<file path="config.mk">
export PLATFORM = sky130hd
export DESIGN_NAME = mem_arbiter
export DESIGN_NICKNAME = d
export VERILOG_FILES = /design/src/rtl/mem_arbiter.sv
export SDC_FILE = /design/constraint.sdc
export NUM_CORES = 1
export LEC_CHECK = 0
export BUFFER_PORTS_ARGS = -buffer_cell sky130_fd_sc_hd__buf_2
export CORE_AREA = 5 5 100 102
export DETAILED_ROUTE_END_ITERATION = 8
export DIE_AREA = 0 0 105 107
export SYNTH_ARGS = -nofsm -noshare
export SYNTH_HDL_FRONTEND = slang
export SYNTH_SLANG_ARGS = --single-unit
</file>
<file path="constraint.sdc">
create_clock -name clk -period 2 [get_ports clk]
set_input_delay 0.1 -clock clk [delete_from_list [all_inputs] [get_ports clk]]
set_output_delay 0.1 -clock clk [all_outputs]
set_load 0.01 [all_outputs]
</file>
<file path="src/rtl/mem_arbiter.sv">
// ---------------------------------------------------------------------------
// mem_arbiter
//
// Shares one single-ported synchronous memory between the CPU instruction
// fetch port (I) and the CPU data port (D). Data accesses win by default; a
// starvation counter forces a fetch grant once STARVE_MAX data grants in a
// row have been issued while fetch was waiting. Grants are combinational so
// a winning request is serviced in the cycle it is presented. Read data
// arrives from the memory one cycle after the grant and is steered back to
// whichever port issued the read.
//
// Ports
//   clk, reset              clock (rising edge), async active-high reset
//   i_req, i_addr           fetch request / address (held until granted)
//   i_gnt                   fetch granted this cycle
//   i_rvalid, i_rdata       fetch read response
//   d_req, d_we, d_addr,
//   d_wdata                 data request (held until granted)
//   d_gnt                   data granted this cycle
//   d_rvalid, d_rdata       data read response (reads only)
//   m_en, m_we, m_addr,
//   m_wdata                 memory command
//   m_rdata                 memory read data, valid the cycle after a read
// ---------------------------------------------------------------------------
module mem_arbiter #(
    parameter int AW         = 32,
    parameter int DW         = 32,
    parameter int STARVE_MAX = 4
) (
    input  logic          clk,
    input  logic          reset,

    input  logic          i_req,
    input  logic [AW-1:0] i_addr,
    output logic          i_gnt,
    output logic          i_rvalid,
    output logic [DW-1:0] i_rdata,

    input  logic          d_req,
    input  logic          d_we,
    input  logic [AW-1:0] d_addr,
    input  logic [DW-1:0] d_wdata,
    output logic          d_gnt,
    output logic          d_rvalid,
    output logic [DW-1:0] d_rdata,

    output logic          m_en,
    output logic          m_we,
    output logic [AW-1:0] m_addr,
    output logic [DW-1:0] m_wdata,
    input  logic [DW-1:0] m_rdata
);

    localparam int CW = $clog2(STARVE_MAX + 1);

    // Which port owns the read data coming back from memory next cycle.
    typedef enum logic [1:0] {
        TAG_NONE = 2'd0,
        TAG_I    = 2'd1,
        TAG_D    = 2'd2
    } tag_e;

    logic [CW-1:0] starve_q, starve_d;
    tag_e          tag_q, tag_d;

    logic          starved;
    logic          i_gnt_w;
    logic          d_gnt_w;

    assign starved = (starve_q == CW'(STARVE_MAX));

    // Arbitration. Grants are forced low during reset so that the memory
    // sees no access while the block is held.
    always_comb begin
        i_gnt_w = 1'b0;
        d_gnt_w = 1'b0;
        if (!reset) begin
            i_gnt_w = i_req & (~d_req | starved);
            d_gnt_w = d_req & ~i_gnt_w;
        end
    end

    assign i_gnt = i_gnt_w;
    assign d_gnt = d_gnt_w;

    // Memory command mux. A fetch grant never writes.
    assign m_en    = i_gnt_w | d_gnt_w;
    assign m_we    = d_gnt_w & d_we;
    assign m_addr  = d_gnt_w ? d_addr : i_addr;
    assign m_wdata = d_wdata;

    // Response routing: the memory read data is shared, only the valids
    // distinguish the destination.
    assign i_rvalid = (tag_q == TAG_I);
    assign d_rvalid = (tag_q == TAG_D);
    assign i_rdata  = m_rdata;
    assign d_rdata  = m_rdata;

    // Next-state: the counter only tracks data grants that overtook a
    // waiting fetch, and resets as soon as fetch is served or goes idle.
    always_comb begin
        starve_d = starve_q;
        if (!i_req || i_gnt_w) begin
            starve_d = '0;
        end else if (d_gnt_w && !starved) begin
            starve_d = starve_q + CW'(1);
        end

        tag_d = TAG_NONE;
        if (i_gnt_w) begin
            tag_d = TAG_I;
        end else if (d_gnt_w && !d_we) begin
            tag_d = TAG_D;
        end
    end

    always_ff @(posedge clk or posedge reset) begin
        if (reset) begin
            starve_q <= '0;
            tag_q    <= TAG_NONE;
        end else begin
            starve_q <= starve_d;
            tag_q    <= tag_d;
        end
    end

endmodule

</file>
* Word-level counts from Yosys, hierarchy flattened
Index checks and enable logic that the tools add are counted.
** Cells by class
- Add/sub/neg operators :: 1
- $mul :: 0
- Divide/modulo/power cells :: 0
- Order comparisons :: 0
- Equal/unequal tests :: 3
- Shift operators :: 0
- Multiplexer cells :: 7
- Bitwise logic cells :: 7
- Reduce and logical (&&, ||, !) cells :: 7
** Operator list (number)
- 2-to-1 mux 32 bit :: 1
- 2-to-1 mux 3 bit :: 2
- 2-to-1 mux 2 bit :: 2
- adder 3 x 1 -> 3 bit, second input constant :: 1
- AND 1 bit :: 3
- equality test 3 bit, second input constant :: 1
- logical NOT 1 bit :: 3
- equality test 2 x 1 -> 1 bit, second input constant :: 1
- equality test 2 bit, second input constant :: 1
- logical AND 1 bit :: 2
- 2-to-1 mux 1 bit :: 2
- inverter 1 bit :: 2
- bitwise OR 1 bit :: 2
- nonzero test 2 bit :: 1
- logical OR 1 bit :: 1
** Storage, ports and cells
- Register bits :: 5
- Latch bits :: 0
- Bits in writable memories :: 0
- Memory bits (read-only) :: 0
- Input bits :: 133
- Output and inout bits :: 134
- Logic and storage cells :: 27
- Memories kept :: 0

* Logic depth before layout (Yosys ltp)
Gate-level depths: netlist of run 1.
- Depth after elaboration :: 9
- Mapped depth :: 6
- Mapped depth without buffers :: 5

* Worst setup path after synthesis of run 1
OpenSTA, ideal clock, no wires.
- Path type :: register to output
- Start :: register starve_q[0]
- End :: output m_addr[10]
- Arrival :: 1388 ps
- Slack :: 512 ps
- Stages on the path, launching flop included :: 7
- Path buffers :: 1
- Cells stage by stage :: dfrtp_1 -> inv_1 -> ha_1 -> nand3_1 -> nand2_4 -> buf_6 -> mux2_4
** On the way
- Cells in the longest elaborated chain, start to end :: 7
** Ends and longest elaborated chain
- start, declared :: line 63 : logic [CW-1:0] starve_q, starve_d;
- start signal, assigned :: line 122 : starve_q <= starve_d;
- equality test 3 bit :: line 70 : assign starved = (starve_q == CW'(STARVE_MAX));
- bitwise OR 1 bit :: line 78 : i_gnt_w = i_req & (~d_req | starved);
- AND 1 bit :: line 78
- inverter 1 bit :: line 79 : d_gnt_w = d_req & ~i_gnt_w;
- AND 1 bit :: line 79
- 2-to-1 mux 1 bit :: line 77 : if (!reset) begin
- 2-to-1 mux 32 bit :: line 89 : assign m_addr = d_gnt_w ? d_addr : i_addr;
- end, declared :: line 49 : output logic [AW-1:0] m_addr,
No other way between the ends.

* Worst setup path after layout of run 1
- Start :: register starve_q[0]
- End :: output m_addr[27]
The elaborated chain is that of the path after synthesis.

==> key figures, run 1 <==
Run status
  – Outcome: completed

STA
  – Setup TNS: 0 ns
  – Final setup viols: 0
  – Max-slew violation count: 0
  – Least-Margin Pin Slew: about 0.27 ns
  – Fmax: between 0.5 and 0.6 GHz
  – Final period utilization: around 95%
  – Worst clock skew: a little under 0.001 ns
  – Fin. Hold Viols: 0
  – Slew headroom: between 80% and 90%
  – RSZ-0062 raised after global routing: no
  – Tmin final: ~1.9 ns

Critical path
  – Slowest stage delay, CP: 0.38 ns
  – Top delay family on crit path: buffers and inverters
  – CP startpoint kind: flip-flop
  – Worst setup EP type: output port
  – Setup CP Type: reg2out
  – Worst-path maximum fanout: 11
  – Crit path arrival time: 1.79 ns
  – Slowest-stage cell, CP: dfrtp_1
  – Worst path bufs/invs: 3
  – WP data required: between 1.5 and 2 ns
  – CP Cell Sequence: inv_1 -> ha_2 -> nand3_2 -> nand2_4 -> buf_12 -> mux2_4 -> buf_2

Route
  – Total Wirelength: about 3.6 mm
  – Drt first pass iters: 2
  – Drt wl/cell: ~12 µm
  – Routed vias/inst: approximately 3.5
  – Final ANT Viol Nets: 0
  – Vias: a little over 1000
  – Detailed Route Iter0 Violations: 9
  – Detailed-route DRC error count: 0

Clocking
  – Clk slew on worst S/H paths: about 0.03 ns
  – H-tree Lvls: 1
  – CTS Root Buffer Type: clkbuf_8
  – TritonCTS Sinks: 5
  – Worst-skew pair later-pin latency: ~0.22 ns
  – TritonCTS clock tree: built
  – TritonCTS Buffers: 3
  – Longest Clk Path Bufs: 2

Finish
  – ANT cells: 0
  – Layout cell share with drive strength beyond 1: 83.2%
  – Nets: 320
  – Post-route cell area: ~1600 µm²
  – Area Growth Syn to Fin: 5.25%

Place
  – PortBufs: ~110
  – Detailed placement HPWL: between 3 and 4 mm
  – Final Wtd Congestion: 0.635
  – Post-DP Area: 1490 µm²

Pwr
  – P_leak: slightly above 0.0009 µW
  – Power per Cell Area: ~370 nW/µm²
  – Worst IR Drop VDD: about 0.17 mV

Synthesis
  – Synthesis-stage register bit count: 5
  – Post-synth top cells: 96 x buf_4, 28 x mux2_4, 5 x dfrtp_1
  – Post-synth top area cell: buf_4
  – Syn_nets: between 200 and 300
  – Async SR Flop Fraction: between 90% and 100%
  – Synth cell types: 18
  – Top FF cell, synth: dfrtp_1
  – Post-Synthesis Cells: approximately 160
  – Top post-synthesis cells by area: buf_4 47%, mux2_4 28%, dfrtp_1 8.2%, mux2_2 3.0%, buf_6 2.2%
  – Share of the synthesized area in the top cell type: 47.3%
  – Post-synthesis sequential area ratio: under 10%
  – Synthesized area: between 1500 and 2000 µm²
  – EDFF count, synth: 0
  – Count leader, synth: buf_4
  – Synth Area per Inst: slightly above 9 µm²
  – Yosys warnings: 0

GRT
  – Initial antenna violation count: 0
  – Vias in the first global route: roughly 1100
  – Grt ovf: 0
  – Total track usage: slightly below 6%
  – Largest net degree at the start of global routing: 15
  – First-pass GRT wire length: about 5.4 mm

Floorplanning
  – Number of cell rows: 35
  – Core ar.: 9020 µm²
  – DIE AREA: around 11000 µm²
  – Initial Utilization: between 10% and 20%
  – Die W: roughly 110 µm
  – I/O pin total: approximately 270
  – Die height: roughly 110 µm

Min path
  – Hold/Removal Path Class: in2reg

Job
  – Max-Cap Viols: 0
-- state kept, by name (all words and copies together), names as in the netlist --
signal    count
starve_q      3
tag_q         2
-- per-stage QoR --
step           utilization (%)  worst slack [ns]  total power (µW)  hold slack, ns  instances
2_1_floorplan                -             0.512               458          -0.113        164
3_3_place_gp              16.5             0.286               395           0.114        285
3_5_place_dp              16.5             0.243               398           0.113        285
4_1_cts                   17.1           0.00884               587          0.0497        290
5_1_grt                   17.8            0.0191               633          0.0560        295
6_report                  17.8             0.108               591          0.0508        295
-- cells by family (layout without fill, tap and decap cells) --
group / Yosys count / in the layout / share of synthesized area (%)
AO/OA/AOI/OAI: 5 / 5 / 2.30
adder cells (fa/ha/maj): 2 / 2 / 1.64
buffers and inverters: 103 / 123 / 50.5
flip-flops: 5 / 5 / 8.21
multiplexers: 32 / 32 / 30.5
AND/OR/NAND/NOR: 17 / 17 / 6.81
-- cell usage in the layout, fill, tap and decap left out, types with 3 or more instances in the layout --
| master | Yosys | routed |
|---|---|---|
| buf_4 | 96 | 5 |
| dfrtp_1 | 5 | 5 |
| inv_1 | 4 | 4 |
| nand2_1 | 3 | 3 |
| mux2_4 | 28 | 28 |
| nor2_1 | 3 | 3 |
| mux2_2 | 4 | 4 |
| a21boi_0 | 4 | 4 |
| clkbuf_8 | 0 | 3 |
| buf_2 | 0 | 106 |
-- worst reg2reg max path, cell delays in order (launching register included) --
cell     delay [ns]
dfrtp_1        0.38
inv_1          0.08
ha_2           0.21
nand3_2        0.11
nand2_4        0.16
buf_12         0.18
nor2_1         0.05
-- power by group --
part | internal, µW | switching (µW) | leakage [µW]
Combinational | 183 | 117 | 0.000827
Sequential | 105 | 1.80 | 0.0000682
Clock | 137 | 46.9 | 0.0000228
-- layout make-up --
| cell class | count | area, µm² |
|---|---|---|
| Clock buffer | 4 | 45.0 |
| Fill cell | 1005 | 7420 |
| Inverter | 4 | 15.0 |
| Multi-Input combinational cell | 56 | 637 |
| Sequential cell | 5 | 125 |
| Tap cell | 111 | 139 |
| Timing Repair Buffer | 115 | 643 |
-- layer usage --
layer / global-route usage (%) / vias to the layer above / routed length, µm
li1: - / 475 / -
met1: 5.62 / 441 / 1210
met2: 9.35 / 89 / 1650
met3: 2.89 / 29 / 556
met4: 4.84 / 0 / 216
met5: 0 / - / 0
-- repair_timing --
action                                  CTS  global route
hold buffers                              1             0
endpoints found under the setup margin    0            28
gates resized for setup                   0             2
setup buffers                             0             4
endpoints found under the hold margin     5             0
-- path summary, 6_finish.rpt --
| path | start | endpoint | slack [ns] | cells after the start |
|---|---|---|---|---|
| worst min register to register | starve_q[0] | starve_q[0] | 0.56 | 2 |
| worst max-delay path | starve_q[0] | m_addr[27] | 0.11 | 7 |
| worst max register to register | starve_q[0] | tag_q[1] | 0.72 | 6 |
| max in group asynchronous | reset | starve_q[0] | 1.40 | 3 |
| worst min-delay path | d_we | tag_q[1] | 0.05 | 2 |
| min in group asynchronous | reset | tag_q[1] | 0.42 | 3 |
Power figures use the tool's default switching activity.
==> run 2, diff against run 1 <==
- ABC_AREA: not set -> 1
==> run 2 against run 1 <==
Utilization decreased by 1.3 points. Routed wire length rose by 39%. Combinational power fell by 6%. First-iteration DRC count grew to 5.0 times the previous value. Power shrank 2.4%. Sequential share of layout area grew 0.62 points. Clock skew is essentially flat. Non-clock buffer count down 6. Critical path depth unchanged. Largest cell class is now multi-input gates. Largest power group unchanged. Highest routed layer unchanged.
==> key figures, run 2 <==
Critical path
  – Worst-path maximum fanout: 18 (+7)
  – Slowest-stage cell, CP: dlygate4sd3_1
  – Worst path bufs/invs: 4 (+1)
  – Crit-path most repeated cell: buf_2
  – Top delay family on crit path: buffers and inverters
  – Reg2reg end: tag_q[1]
  – Worst setup EP type: output port
  – Crit path arrival time: 1.71 ns (-0.08 ns)
  – Slowest stage delay, CP: 0.53 ns (+0.15 ns)
  – Worst setup path start: reset
  – Worst r2r src: starve_q[0]
  – R2R cell count: 7 (+1)
  – Worst R2R Setup Slack: 0.62 ns (-0.10 ns)
  – CP Cell Sequence: dlygate4sd3_1 -> buf_2 -> nor2_8 -> buf_6 -> nand3_1 -> nand2_1 -> buf_2
  – CP startpoint kind: input pin
  – Setup CP Type: in2out
  – WP data required: 1.90 ns (about the same)

Route
  – Total Wirelength: 5.05 mm (+39%)
  – Drt wl/cell: 14.0 µm (+14%)
  – Vias: 1429 (+38%)
  – Detailed-route DRC error count: 0 (unchanged)
  – Routed vias/inst: 3.97 (+13%)
  – Final ANT Viol Nets: 0 (unchanged)
  – Detailed Route Iter0 Violations: 45 (+36)
  – Drt first pass iters: 3 (+1)

Synthesis
  – Async SR Flop Fraction: 100% (unchanged)
  – Synthesized area: 1530 µm² (+0.66%)
  – Yosys warnings: 0 (unchanged)
  – Synth Area per Inst: 6.34 µm² (-32%)
  – Syn_nets: 377 (+26%)
  – Share of the synthesized area in the top cell type: 48.5% (+1.2 points)
  – Post-Synthesis Cells: 242 (+48%)
  – Top FF cell, synth: dfrtp_1
  – Count leader, synth: buf_4
  – Synth cell types: 16 (-2)
  – EDFF count, synth: 0 (unchanged)
  – Post-synth top cells: 99 x buf_4, 68 x nand2_1, 34 x nand3_1
  – Post-synth top area cell: buf_4
  – Synthesis-stage register bit count: 5 (unchanged)
  – Top post-synthesis cells by area: buf_4 48%, nand2_1 17%, nand3_1 11%, dfrtp_1 8.2%, buf_6 2.9%
  – Post-synthesis sequential area ratio: 8.16% (-0.054 points)

STA
  – Fin. Hold Viols: 0 (unchanged)
  – RSZ-0062 raised after global routing: no
  – Slew headroom: 78.2% (-3.9 points)
  – Setup TNS: 0 ns (unchanged)
  – Fmax: 0.553 GHz (+4.6%)
  – Final period utilization: 90.4% (-4.2 points)
  – Max-slew violation count: 0 (unchanged)
  – Hold slack: 0.0556 ns (+0.00471 ns)
  – Least-Margin Pin Slew: 0.326 ns (+0.0609 ns)
  – Tmin final: 1.81 ns (-0.0840 ns)
  – Final setup viols: 0 (unchanged)
  – Worst clock skew: 0.00134 ns (+0.000345 ns)

Place
  – Dpl cells: 355 (+25%)
  – Detailed placement HPWL: 4.28 mm (+34%)
  – PortBufs: 106 (unchanged)
  – Final Wtd Congestion: 0.700 (+10%)

Finish
  – Biggest register: starve_q
  – Commonest cells after routing, fill and taps aside: 106 x buf_2, 68 x nand2_1, 34 x nand3_1, 9 x inv_1, 7 x nor2_1
  – Largest registers: starve_q (3), tag_q (2)
  – Most common cell after layout, fill and taps aside: buf_2
  – Layout cell share with drive strength beyond 1: 46.6% (-37 points)
  – Nets: 385 (+20%)
  – Area Growth Syn to Fin: -3.10%
  – FILL cells: 1077 (+7.2%)
  – Max reg flops: 3 (unchanged)
  – Finished Layout Cells: 360 (+22%)
  – ANT cells: 0 (unchanged)

Clocking
  – Postcts setup bufs: 0 (unchanged)
  – TritonCTS clock tree: built
  – Longest Clk Path Bufs: 2 (unchanged)
  – Clk slew on worst S/H paths: 0.04 ns (about the same)
  – TritonCTS Sinks: 5 (unchanged)
  – TritonCTS Buffers: 3 (unchanged)
  – CTS Root Buffer Type: clkbuf_8
  – Worst-skew pair later-pin latency: 0.22 ns (about the same)
  – H-tree Lvls: 1 (unchanged)

Pwr
  – P_leak: 0.000934 µW (+1.8%)
  – Switching power: 207 µW (+25%)
  – Clock power share: 32.3% (+1.2 points)
  – Sw Share: 35.9% (+7.8 points)
  – Power per Cell Area: 388 nW/µm² (+5.4%)
  – Worst IR Drop VDD: 0.101 mV (-41%)
  – Total power: 577 µW (-2.4%)
  – Reg power frac: 18.6% (+0.5 points)
  – Int Pwr: 370 µW (-13%)
  – Logic pwr share: 49.1% (-1.8 points)

Min path
  – Hold path depth: 2 (unchanged)
  – Hold EP: tag_q[1]
  – Hold/Removal Path Class: in2reg
  – Worst hold path startpoint: d_we

Floorplanning
  – DIE AREA: 11200 µm² (unchanged)
  – Number of cell rows: 35 (unchanged)
  – Die height: 107 µm (unchanged)
  – Initial Utilization: 17.0% (+0.11 points)
  – I/O pin total: 267 (unchanged)
  – Core ar.: 9020 µm² (unchanged)
  – Die W: 105 µm (unchanged)

GRT
  – Initial antenna violation count: 0 (unchanged)
  – Vias in the first global route: 1489 (+34%)
  – Grt ovf: 0 (unchanged)
  – Total track usage: 8.44% (+2.6 points)
  – First-pass GRT wire length: 7.62 mm (+41%)
  – Largest net degree at the start of global routing: 36 (+21)

Run status
  – Outcome: completed

Job
  – Max-Cap Viols: 0 (unchanged)
run 2: kinds of logic after synthesis:
kind of cell               Yosys count  synth area share [%]
and+or+nand+nor                    115                  34.0
DFF                                  5                  8.16
buffers and inverters              115                  54.6
adders and majority gates            2                  1.63
AOI/OAI and AO/OA                    5                  1.63
run 2: repair_timing:
item,in CTS,in global routing
hold buffers,1,0
endpoints found under the hold margin,5,0
gates resized for setup,0,1
setup endpoints to repair,0,3
run 2: routing by layer:
metal / global-route usage (%) / routed length [µm] / share of wire [%]
met5: 0 / 0 / 0
met4: 6.76 / 357 / 7.1
met3: 2.65 / 660 / 13
met2: 16.7 / 2710 / 54
met1: 6.56 / 1330 / 26
run 2: per-stage QoR:
stage	setup slack [ns]	cell area, µm²	utilization, %
2_1_floorplan	0.694	1530	-
3_3_place_gp	0.487	1430	15.8
3_5_place_dp	0.432	1430	15.8
4_1_cts	0.0667	1480	16.4
6_report	0.192	1490	16.5
5_1_grt	0.0393	1490	16.5
run 2: worst reg2reg max path, stage by stage (launching register included):
cell and delay (ns):
dfrtp_1 0.34, inv_1 0.07, ha_1 0.22, nand2_2 0.09
nand2_2 0.06, nand2_4 0.16, nand2_8 0.19, nor2_1 0.18
run 2: power groups by stage:
stage	registers [µW]	logic (µW)	clock network (µW)
2_1_floorplan	108	343	0
3_3_place_gp	108	282	0
3_5_place_dp	108	288	0
4_1_cts	107	290	194
5_1_grt	108	321	199
6_report	107	283	186
run 2: layout make-up:
type / count / area [µm²] / share of cell area [%]
Multi-Input combinational cell: 122 / 572 / 38.5
Timing Repair Buffer: 109 / 572 / 38.5
Tap cell: 111 / 139 / 9.34
Sequential cell: 5 / 125 / 8.42
Clock buffer: 4 / 45.0 / 3.03
Inverter: 9 / 33.8 / 2.27
run 2: worst max-delay path by stage:
| stage | depth (start not counted) | to |
|---|---|---|
| final | 7 | m_addr[23] |
| after global routing | 9 | m_addr[3] |
| after CTS | 7 | m_addr[14] |
| after detailed placement | 9 | m_addr[14] |
| after global placement | 9 | m_addr[14] |
| after floorplan | 8 | m_addr[10] |
==> run 3, diff against run 2 <==
- HOLD_SLACK_MARGIN: not set -> 0.15
==> run 3 against run 2 <==
Clock skew unchanged. Utilization is 0.11 points higher. Global-route usage is essentially flat. Power up 0.33%. Via count rose by 0.63%. Worst hold slack gained 0.14 ns. Routed wire length increased by 0.34%. Sequential share of layout area decreased by 0.056 points. Clock power about the same.
==> key figures, run 3 (same netlist as run 2, synthesis figures left out) <==
Min path
  – Hold/Removal Path Class: in2out
  – Worst hold path startpoint: m_rdata[24]
  – Hold path depth: 0 (-2)
  – Hold EP: i_rdata[24]

GRT
  – Largest net degree at the start of global routing: 36 (unchanged)
  – Initial antenna violation count: 0 (unchanged)
  – Vias in the first global route: 1495 (+0.40%)
  – Grt ovf: 0 (unchanged)
  – First-pass GRT wire length: 7.65 mm (+0.46%)
  – Total track usage: 8.48% (+0.038 points)

Pwr
  – Int Pwr: 371 µW (+0.34%)
  – Sw Share: 35.9% (about the same)
  – Clock power share: 32.2% (about the same)
  – Worst IR Drop VDD: 0.101 mV (+0.67%)
  – Switching power: 207 µW (+0.31%)
  – Reg power frac: 18.5% (about the same)
  – Total power: 579 µW (+0.33%)
  – Logic pwr share: 49.2% (about the same)
  – Power per Cell Area: 387 nW/µm² (-0.34%)
  – P_leak: 0.000938 µW (+0.45%)

Place
  – Final Wtd Congestion: 0.700 (unchanged)
  – PortBufs: 106 (unchanged)
  – Detailed placement HPWL: 4.28 mm (unchanged)
  – Post-DP Area: 1430 µm² (unchanged)
  – Place WS: 0.432 ns (unchanged)

Critical path
  – Slowest stage delay, CP: 0.53 ns (about the same)
  – WP data required: 1.90 ns (about the same)
  – Worst path bufs/invs: 4 (unchanged)
  – Crit-path most repeated cell: buf_2
  – Crit path arrival time: 1.71 ns (about the same)
  – Worst r2r src: starve_q[0]
  – CP startpoint kind: input pin
  – CP Cell Sequence: dlygate4sd3_1 -> buf_2 -> nor2_8 -> buf_6 -> nand3_1 -> nand2_1 -> buf_2
  – Setup CP Type: in2out
  – Reg2reg end: tag_q[1]
  – Top delay family on crit path: buffers and inverters
  – Worst setup EP type: output port
  – Slowest-stage cell, CP: dlygate4sd3_1
  – R2R cell count: 7 (unchanged)
  – Worst R2R Setup Slack: 0.61 ns (about the same)
  – Worst-path maximum fanout: 18 (unchanged)

Route
  – Final ANT Viol Nets: 0 (unchanged)
  – Total Wirelength: 5.07 mm (+0.34%)
  – Vias: 1438 (+0.63%)
  – Detailed Route Iter0 Violations: 38 (-16%)
  – Routed vias/inst: 3.98 (+0.35%)
  – Drt wl/cell: 14.0 µm (about the same)
  – Drt first pass iters: 3 (unchanged)
  – Detailed-route DRC error count: 0 (unchanged)

Clocking
  – Postcts setup bufs: 0 (unchanged)
  – H-tree Lvls: 1 (unchanged)
  – TritonCTS Sinks: 5 (unchanged)
  – TritonCTS clock tree: built
  – CTS Root Buffer Type: clkbuf_8
  – Longest Clk Path Bufs: 2 (unchanged)
  – TritonCTS Buffers: 3 (unchanged)
  – Worst-skew pair later-pin latency: 0.22 ns (about the same)

STA
  – Fmax: 0.553 GHz (about the same)
  – Fin. Hold Viols: 0 (unchanged)
  – Setup TNS: 0 ns (unchanged)
  – RSZ-0062 raised after global routing: no
  – Slew headroom: 78.3% (about the same)
  – Final period utilization: 90.5% (about the same)
  – Max-slew violation count: 0 (unchanged)
  – Worst clock skew: 0.00134 ns (unchanged)
  – Setup ws final: 0.191 ns (-0.00136 ns)
  – Tmin final: 1.81 ns (+0.00136 ns)
  – Hold slack: 0.200 ns (+0.144 ns)
  – Final setup viols: 0 (unchanged)
  – Least-Margin Pin Slew: 0.325 ns (-0.00105 ns)

Finish
  – Most common cell after layout, fill and taps aside: buf_2
  – Nets: 386 (+0.26%)
  – Area Growth Syn to Fin: -2.45%
  – Biggest register: starve_q
  – Post-route cell area: 1500 µm² (+0.67%)
  – Largest registers: starve_q (3), tag_q (2)
  – ANT cells: 0 (unchanged)
  – Commonest cells after routing, fill and taps aside: 106 x buf_2, 68 x nand2_1, 34 x nand3_1, 9 x inv_1, 7 x nor2_1
  – Max reg flops: 3 (unchanged)
  – Layout cell share with drive strength beyond 1: 46.4% (-0.19 points)

Floorplanning
  – I/O pin total: 267 (unchanged)
  – Die W: 105 µm (unchanged)
  – Core ar.: 9020 µm² (unchanged)
  – DIE AREA: 11200 µm² (unchanged)
  – Number of cell rows: 35 (unchanged)
  – Initial Utilization: 17.0% (unchanged)
  – Die height: 107 µm (unchanged)

Run status
  – Outcome: completed

Job
  – Max-Cap Viols: 0 (unchanged)
-- run 3: cell types whose count changed in the layout (fill, tap and decap cells not counted) --
| cell | previous run | this run |
|---|---|---|
| dlygate4sd3_1 | 1 | 2 |
-- run 3: worst max-delay path by stage --
| stage | from | endpoint | slack [ns] | depth (start not counted) |
|---|---|---|---|---|
| 2_1_floorplan | starve_q[0] | m_addr[10] | 0.69 | 8 |
| 3_3_place_gp | starve_q[0] | m_addr[14] | 0.49 | 9 |
| 3_5_place_dp | starve_q[0] | m_addr[14] | 0.43 | 9 |
| 4_1_cts | reset | m_addr[14] | 0.07 | 7 |
| 5_1_grt | starve_q[0] | m_addr[3] | 0.04 | 9 |
| 6_report | reset | m_addr[23] | 0.19 | 7 |
-- run 3: layout make-up --
cell class,instances,area (µm²)
clock buffer,4,45.0
sequential,5,125
inverter,9,33.8
tap,111,139
timing repair buffer,110,582
multi-input combinational,122,572
fill,1076,7520
-- run 3: per-stage QoR --
step,std cells,utilization [%]
detailed placement,355,15.8
global route,361,16.6
floorplan,242,-
CTS,361,16.5
finish,361,16.6
global placement,355,15.8
-- run 3: metal layers --
metal / vias to the layer above / part of all wire [%] / track usage, %
met5: - / 0 / 0
met1: 626 / 26 / 6.59
met4: 0 / 6.8 / 6.76
li1: 671 / - / -
met3: 41 / 13 / 2.65
met2: 100 / 54 / 16.8
-- run 3: repair_timing --
action | 4_1_cts | 5_1_grt
endpoints found under the hold margin | 6 | 0
endpoints found under the setup margin | 0 | 3
hold buffers | 2 | 0
resized for setup | 0 | 1
-- run 3: power by group through the flow --
stage / registers (µW) / clock network [µW] / logic (µW)
after floorplan: 108 / 0 / 343
after global placement: 108 / 0 / 282
after detailed placement: 108 / 0 / 288
after CTS: 107 / 194 / 292
after global routing: 108 / 199 / 323
final: 107 / 186 / 285
-- run 3: worst register-to-register path, stage by stage, from the launching register on --
cell and delay [ns]:
dfrtp_1 0.34, inv_1 0.07, ha_1 0.22, nand2_2 0.09, nand2_2 0.06, nand2_4 0.16, nand2_8 0.19, nor2_1 0.18
